File: src/rtl/halt_controller_if.sv
// Pipeline halt handshake: decode/hazard requests in, fetch enables and status out.
interface halt_controller_if;
  logic       halt;
  logic       id_valid;
  logic       stall_in;
  logic       resume;
  logic       pc_en;
  logic       ifid_en;
  logic       idex_flush;
  logic       draining;
  logic       halted;
  logic [7:0] halt_count;

  modport master (
    output halt, id_valid, stall_in, resume,
    input  pc_en, ifid_en, idex_flush, draining, halted, halt_count
  );

  modport slave (
    input  halt, id_valid, stall_in, resume,
    output pc_en, ifid_en, idex_flush, draining, halted, halt_count
  );
endinterface

File: src/rtl/halt_controller.sv
// Halt controller: on FENCE/SYSTEM in ID, freezes fetch, drains EX/MEM/WB,
// parks in HALTED until resume.
module halt_controller #(
  parameter int DRAIN_CYCLES = 3,
  parameter int CNT_W        = 4
) (
  input  logic              clk,
  input  logic              rst,
  halt_controller_if.slave  bus
);

  typedef enum logic [1:0] {RUN, DRAIN, HALTED} state_t;

  state_t             state, nxt;
  logic [CNT_W-1:0]   cnt;
  logic [7:0]         halt_count;
  logic               take;

  always_ff @(posedge clk or posedge rst) begin
    if (rst) begin
      state      <= RUN;
      cnt        <= '0;
      halt_count <= '0;
    end else begin
      state <= nxt;
      if (take) begin
        cnt <= CNT_W'(DRAIN_CYCLES - 1);
        if (halt_count != 8'hff) halt_count <= halt_count + 8'd1;
      end else if (state == DRAIN && cnt != '0) begin
        cnt <= cnt - CNT_W'(1);
      end
    end
  end

  always_comb begin
    nxt            = state;
    take           = 1'b0;
    bus.pc_en      = ~bus.stall_in;
    bus.ifid_en    = ~bus.stall_in;
    bus.idex_flush = bus.stall_in;
    unique case (state)
      RUN: begin
        // Held in reset, the state reads RUN but no halt may be taken.
        take = bus.halt & bus.id_valid & ~bus.stall_in & ~rst;
        if (take) begin
          bus.pc_en      = 1'b0;
          bus.ifid_en    = 1'b0;
          bus.idex_flush = 1'b1;
          nxt            = DRAIN;
        end
      end
      DRAIN: begin
        bus.pc_en      = 1'b0;
        bus.ifid_en    = 1'b0;
        bus.idex_flush = 1'b1;
        if (cnt == '0) nxt = HALTED;
      end
      HALTED: begin
        // Resume fetches past the halting instruction; the one in ID is squashed.
        bus.pc_en      = bus.resume;
        bus.ifid_en    = bus.resume;
        bus.idex_flush = 1'b1;
        if (bus.resume) nxt = RUN;
      end
      default: nxt = RUN;
    endcase
  end

  assign bus.draining   = (state == DRAIN);
  assign bus.halted     = (state == HALTED);
  assign bus.halt_count = halt_count;

endmodule

File: src/flat_wrapper.sv
// flat-port wrapper written by rule: the top's interface ports become plain ports
module halt_controller_flat 
#(
  parameter int DRAIN_CYCLES = 3,
  parameter int CNT_W        = 4
)
  (clk, rst, bus_halt, bus_id_valid, bus_stall_in, bus_resume, bus_pc_en, bus_ifid_en, bus_idex_flush, bus_draining, bus_halted, bus_halt_count);
  halt_controller_if bus_i ();
  input  logic clk;
  input  logic rst;
  input wire logic [$bits(bus_i.halt)-1:0] bus_halt;
  input wire logic [$bits(bus_i.id_valid)-1:0] bus_id_valid;
  input wire logic [$bits(bus_i.stall_in)-1:0] bus_stall_in;
  input wire logic [$bits(bus_i.resume)-1:0] bus_resume;
  output wire logic [$bits(bus_i.pc_en)-1:0] bus_pc_en;
  output wire logic [$bits(bus_i.ifid_en)-1:0] bus_ifid_en;
  output wire logic [$bits(bus_i.idex_flush)-1:0] bus_idex_flush;
  output wire logic [$bits(bus_i.draining)-1:0] bus_draining;
  output wire logic [$bits(bus_i.halted)-1:0] bus_halted;
  output wire logic [$bits(bus_i.halt_count)-1:0] bus_halt_count;
  assign bus_i.halt = bus_halt;
  assign bus_i.id_valid = bus_id_valid;
  assign bus_i.stall_in = bus_stall_in;
  assign bus_i.resume = bus_resume;
  assign bus_pc_en = bus_i.pc_en;
  assign bus_ifid_en = bus_i.ifid_en;
  assign bus_idex_flush = bus_i.idex_flush;
  assign bus_draining = bus_i.draining;
  assign bus_halted = bus_i.halted;
  assign bus_halt_count = bus_i.halt_count;
  halt_controller #(.DRAIN_CYCLES(DRAIN_CYCLES), .CNT_W(CNT_W)) u_core (.clk(clk), .rst(rst), .bus(bus_i));
endmodule
File: config.mk
export PLATFORM = sky130hd
export DESIGN_NAME = halt_controller_flat
export DESIGN_NICKNAME = d
export VERILOG_FILES = /design/src/rtl/halt_controller_if.sv /design/src/rtl/halt_controller.sv /design/src/flat_wrapper.sv
export SDC_FILE = /design/constraint.sdc
export NUM_CORES = 1
export LEC_CHECK = 0
export CORE_MARGIN = 1
export CORE_UTILIZATION = 48
export DETAILED_ROUTE_END_ITERATION = 8
export GPL_ROUTABILITY_DRIVEN = 0
export PLACE_DENSITY = 0.77
export SLEW_MARGIN = 25
export SYNTH_ARGS = -nofsm -noshare
export SYNTH_HDL_FRONTEND = slang
export SYNTH_SLANG_ARGS = --single-unit
File: constraint.sdc
create_clock -name clk -period 2.6 [get_ports clk]
set_clock_uncertainty 0.15 [all_clocks]
set_input_delay 0.26 -clock clk [delete_from_list [all_inputs] [get_ports clk]]
set_output_delay 0.26 -clock clk [all_outputs]
set_load 0.05 [all_outputs]
==> results.md, run 1 <==
* Clock Sinks at 14
* Remaining antenna violation count at 0
* Final worst setup slack at 343 ps
* DR iter-0 viols at 5
* Worst-Margin Slew at 523 ps
* ANT cells at 0
* Worst vdd ir at 0.760 mV
* Die Height at 43.3 um
* Slew Viols, Final at 0
* Req. time, crit path at 2190 ps
* RSZ-0062 raised after global routing: false
* Net Sw Frac at 47.1%
* Crit path DAT at 1850 ps
* Dpl ws at 526 ps
* CORE AREA at 0.00156 mm^2
* Kind of critical path: flop to primary output
* Final WL at 1540 um
* R2R Setup Slk at 660 ps
* Adder-cell share of the synthesized area at 9.16%
* Layout cells sized above 1 at 10.6%
* Syn Nets at 95
* Initial core utilization at 52.6%
* Htree depth at 1
* Vias in the first global route at 608
* Die Wd at 43.3 um
* Max_slew headroom at 65.1%
* P_int at 0.631 mW
* GRT Overall Usage at 19.3%
* Site row count at 14
* Final min period at 2260 ps
* Largest net degree at the start of global routing at 15
* Final setup vio count at 0
* FF+latch count, synth at 14
* Root Buffer: clkbuf_4
* Cell Area, Synth at 820 um^2
* Combinational family with the most area after synthesis: simple AND/OR/NAND/NOR gates
* Yosys Warn Count at 0
* Die Area at 0.00188 mm^2
* Worst skew pair latency at 280 ps
* Simple-gate share of the synthesized area at 19.8%
* Num CTS Buffers at 3
* Post-synthesis mux area share at 3.97%
* Fillers at 127
* WL/cell at 12.9 um
* Comb pwr share at 57.6%
* Status: complete, no violations
* Clock network power share at 13.3%
* Syn Inst Count at 83
* Syn avg cell area at 9.87 um^2
* Vias per inst at 5.63
* Fin Setup TNS at 0 ps
* Startpoint Class: flop
* CTS Hold Bufs at 0
* Via count at 676
* Synth Area in Compound Gates at 12.5%
* Layout area overhead at 29.3%
* Clk slew on worst S/H paths at 90 ps
* Top fanout value on the critical path at 5
* Yosys cell types at 30
* Crit share post-route at 86.8%
* Remaining Overflow, GRT at 0
* Worst-case clock buffer depth at 2
* First-pass GRT wire length at 2640 um
* Antenna violations before repair at 0
* I/O Buffers at 18
* PostCTS Resize Cnt at 0
* Reg area at 350 um^2
* Crit path capture type: primary output
* NetSw at 0.562 mW
* Nets at 117
* Final Hold Slack at 169 ps
* XOR/XNOR Fraction of Synth Area at 5.34%
* DR DRC count at 0
* Max Fclk at 443 MHz
* CTS tree: done
* Hold Fails Final Rpt at 0
* Postcts setup bufs at 0
* Multi-input logic area at 423 um^2
* Max-Cap Viols at 0
* Seq/Total Area, Yosys at 42.7%
* P_leak at 0.475 nW
* First-pass iteration count of the detailed router at 4
* Hold Path Class: input pin to async pin
* Areal power density over the cells at 1120 mW/mm^2
* Reg power frac at 29.1%
* Post-DP HPWL at 1180 um
* # IOs at 19
## through the flow
stage / power [mW] / util, % / cells / instance area (um^2)
floorplan: 0.840 / - / 83 / 826
global placement: 1.03 / 65.7 / 116 / 1020
detailed placement: 1.04 / 65.7 / 116 / 1020
CTS: 1.20 / 68.0 / 120 / 1060
global route: 1.27 / 68.0 / 120 / 1060
finish: 1.19 / 68.0 / 120 / 1060
## routing by layer
layer	GRT usage, %	vias to the layer above	routed length [um]
li1	-	336	-
met1	25.2	319	750
met2	30.6	16	683
met3	6.38	5	88
met4	5.63	0	20
met5	0	-	0
## layout by cell type (no fill, tap or decap), drive strengths merged
cell / n
buf: 4
nor3: 3
o211ai: 1
clkdlybuf4s50: 15
nand3: 5
xnor2: 4
o21ai: 1
nand4bb: 1
mux2i: 1
nor2: 8
nand2b: 1
dfrtp: 14
nand4: 2
a211oi: 1
nand2: 3
or4b: 1
nor3b: 1
and4: 1
o32a: 1
o22a: 1
and3: 1
ha: 6
mux2: 2
xor2: 1
o22ai: 2
o21a: 1
a211o: 1
clkbuf: 4
a21oi: 7
inv: 10
## layout make-up
class                      count  share of cell area, %
inverter                      10                   3.54
clock buffer                   4                   3.42
multi-input combinational     57                   39.9
sequential                    14                   33.1
tap                           16                   1.89
timing repair buffer          19                   18.2
## kinds of logic (layout without fill, tap and decap cells)
family,after synthesis,in the layout
and+or+nand+nor,27,27
buffers and inverters,12,33
DFF,14,14
adders and majority gates,6,6
muxes,3,3
xor gates and xnor gates,5,5
AOI/OAI and AO/OA,16,16
## registers in the layout, indices dropped and copies added (netlist names)
register,count
u_core.bus.halt_count,8
u_core.cnt,4
u_core.state,2
## power by group through the flow
stage                     sequential (mW)  combinational [mW]  clock [mW]
final                               0.347               0.687       0.158
after global routing                0.361               0.732       0.173
after CTS                           0.348               0.692       0.160
after detailed placement            0.352               0.689           0
after global placement              0.347               0.684           0
after floorplan                     0.425               0.415           0
## synth_stat cells
cell,count,area [um^2]
o22a_1,1,8.76
xor2_1,1,8.76
nor2_1,7,26.3
a211oi_1,1,7.51
xnor2_1,4,35.0
ha_1,6,75.1
nand2_1,3,11.3
inv_1,10,37.5
o22ai_1,2,12.5
nor3_4,1,16.3
and4_1,1,8.76
nand2b_1,1,6.26
or4b_1,1,10.0
o211ai_1,1,7.51
nor3b_1,1,7.51
nand3_1,5,25.0
o32a_1,1,10.0
nand4bb_1,1,11.3
mux2i_1,1,10.0
and3_1,1,6.26
mux2_1,2,22.5
nor3_1,2,10.0
buf_4,2,15.0
dfrtp_1,14,350
a21oi_1,7,35.0
o21a_1,1,7.51
o21ai_0,1,5.00
nor2_4,1,11.3
a211o_1,1,8.76
nand4_1,2,12.5
## worst paths after layout
path,startpoint,endpoint,cells after the start
worst max-delay path,u_core.state[1],bus_draining,3
worst min-delay path,rst,u_core.bus.halt_count[6],2
worst max register to register,u_core.state[0],u_core.bus.halt_count[5],6
worst min register to register,u_core.bus.halt_count[0],u_core.bus.halt_count[0],1
max in group asynchronous,rst,u_core.bus.halt_count[1],2
min in group clk,u_core.bus.halt_count[0],u_core.bus.halt_count[0],1
## critical path, stage by stage (launching register included)
cell             delay, ps
dfrtp_1                410
inv_1                  100
ha_1                   220
clkdlybuf4s50_1        820
Power figures use the tool's default switching activity.
==> inputs of run 2 (changes only) <==
- CTS_CLUSTER_SIZE: unset -> 12
- PLACE_DENSITY: 0.77 -> 0.82
==> results.md, run 2 (synthesis results as in run 1) <==
* Worst vdd ir at 0.559 mV (was 0.760 mV)
* Hold Path Class: input pin to async pin (unchanged)
* Postcts setup bufs at 0 (unchanged)
* Max_slew headroom at 66.0% (was 65.1%)
* Via count at 668 (was 676)
* Final setup vio count at 0 (unchanged)
* Commonest non-fill, non-tap cells in the layout: clkdlybuf4s50_1 (15), dfrtp_1 (14), inv_1 (10) (unchanged)
* PostCTS Resize Cnt at 0 (unchanged)
* Crit path DAT at 1830 ps (was 1850 ps)
* Failing checks: DRC
* WL/cell at 12.0 um (was 12.9 um)
* Clock Sinks at 14 (unchanged)
* Areal power density over the cells at 1120 mW/mm^2 (about the same)
* P_leak at 0.475 nW (unchanged)
* Crit share post-route at 86.0% (was 86.8%)
* First-pass GRT wire length at 2490 um (was 2640 um)
* Req. time, crit path at 2190 ps (about the same)
* RSZ-0062 raised after global routing: false (unchanged)
* CORE AREA at 0.00156 mm^2 (unchanged)
* CTS tree: done (unchanged)
* Max reg flops at 8 (unchanged)
* Antenna violations before repair at 0 (unchanged)
* Remaining Overflow, GRT at 0 (unchanged)
* I/O Buffers at 18 (unchanged)
* Kind of critical path: flop to primary output (unchanged)
* Die Height at 43.3 um (unchanged)
* Num CTS Buffers at 3 (unchanged)
* Layout cells sized above 1 at 10.6% (unchanged)
* Max Fclk at 447 MHz (was 443 MHz)
* Max-Cap Viols at 0 (unchanged)
* Die Area at 0.00188 mm^2 (unchanged)
* Final WL at 1440 um (was 1540 um)
* Worst-case clock buffer depth at 2 (unchanged)
* Root Buffer: clkbuf_4 (unchanged)
* DR DRC count at 4 (was 0)
* Worst skew pair latency at 280 ps (about the same)
* Largest register by flop count: u_core.bus.halt_count (unchanged)
* Status: complete, but fails checks (was complete, no violations)
* Clk slew on worst S/H paths at 90 ps (about the same)
* Worst-Margin Slew at 509 ps (was 523 ps)
* Layout area overhead at 29.3% (unchanged)
* Die Wd at 43.3 um (unchanged)
* Crit path capture type: primary output (unchanged)
* Hold Fails Final Rpt at 0 (unchanged)
* Largest net degree at the start of global routing at 15 (unchanged)
* Post-DP HPWL at 1120 um (was 1180 um)
* Startpoint Class: flop (unchanged)
* Nets at 117 (unchanged)
* Final min period at 2240 ps (was 2260 ps)
* First-pass iteration count of the detailed router at 6 (was 4)
* Slew Viols, Final at 0 (unchanged)
* Vias per inst at 5.57 (was 5.63)
* Top fanout value on the critical path at 5 (unchanged)
* GRT Overall Usage at 17.7% (was 19.3%)
* Most common cell after layout, fill and taps aside: clkdlybuf4s50_1 (unchanged)
* Initial core utilization at 52.6% (unchanged)
* Htree depth at 1 (unchanged)
* Final Util at 68.0% (unchanged)
* DR iter-0 viols at 12 (was 5)
* Site row count at 14 (unchanged)
* Largest regs: u_core.bus.halt_count x8, u_core.cnt x4, u_core.state x2 (unchanged)
* CTS Hold Bufs at 0 (unchanged)
* ANT cells at 0 (unchanged)
* Remaining antenna violation count at 0 (unchanged)
* Vias in the first global route at 635 (was 608)
* # IOs at 19 (unchanged)
* Fin Setup TNS at 0 ps (unchanged)
[run 2: cell counts in the layout (fill, tap and decap cells not counted)]
Identical to the previous run, type by type.
[run 2: worst max-delay path, stage by stage, from the launching register on]
cell	delay (ps)
dfrtp_1	400
inv_1	100
ha_1	220
clkdlybuf4s50_1	820
[run 2: area by class of cell]
class | count | area, um^2
multi-input cells | 57 | 423
fillers | 116 | 499
inverters | 10 | 37.5
flip-flops and latches | 14 | 350
well taps | 16 | 20.0
clock buffers | 4 | 36.3
repair buffers | 19 | 193
[run 2: worst paths after layout]
check,slack (ps),cells past startpoint,endpoint,startpoint
max,360,3,bus_draining,u_core.state[1]
min,170,2,u_core.bus.halt_count[7],rst
max reg2reg,640,6,u_core.bus.halt_count[5],u_core.state[0]
min reg2reg,370,1,u_core.cnt[1],u_core.cnt[1]
max in group asynchronous,1780,2,u_core.bus.halt_count[4],rst
min in group clk,370,1,u_core.cnt[1],u_core.cnt[1]
[run 2: where the power goes]
part           internal [mW]  leakage, nW  total [mW]  switching (mW)
combinational          0.265        0.271       0.686           0.421
clock                 0.0851       0.0210       0.158          0.0728
sequential             0.281        0.183       0.345          0.0640
total                  0.631        0.475        1.19           0.558
[run 2: per-stage QoR]
step	hold slack (ps)	setup slack, ps	total power, mW	std cells	area, um^2
after CTS	188	343	1.20	120	1060
after floorplan	-0.781	289	0.840	83	826
after global routing	237	285	1.27	120	1060
after detailed placement	358	515	1.04	116	1020
final	171	364	1.19	120	1060
after global placement	348	563	1.03	116	1020
[run 2: per-layer routing]
layer	up-vias	part of all wire (%)	GRT usage, %
li1	332	-	-
met2	14	49	29.7
met1	320	46	22.5
met3	2	4.0	2.55
met5	-	0	0
met4	0	0.42	8.13
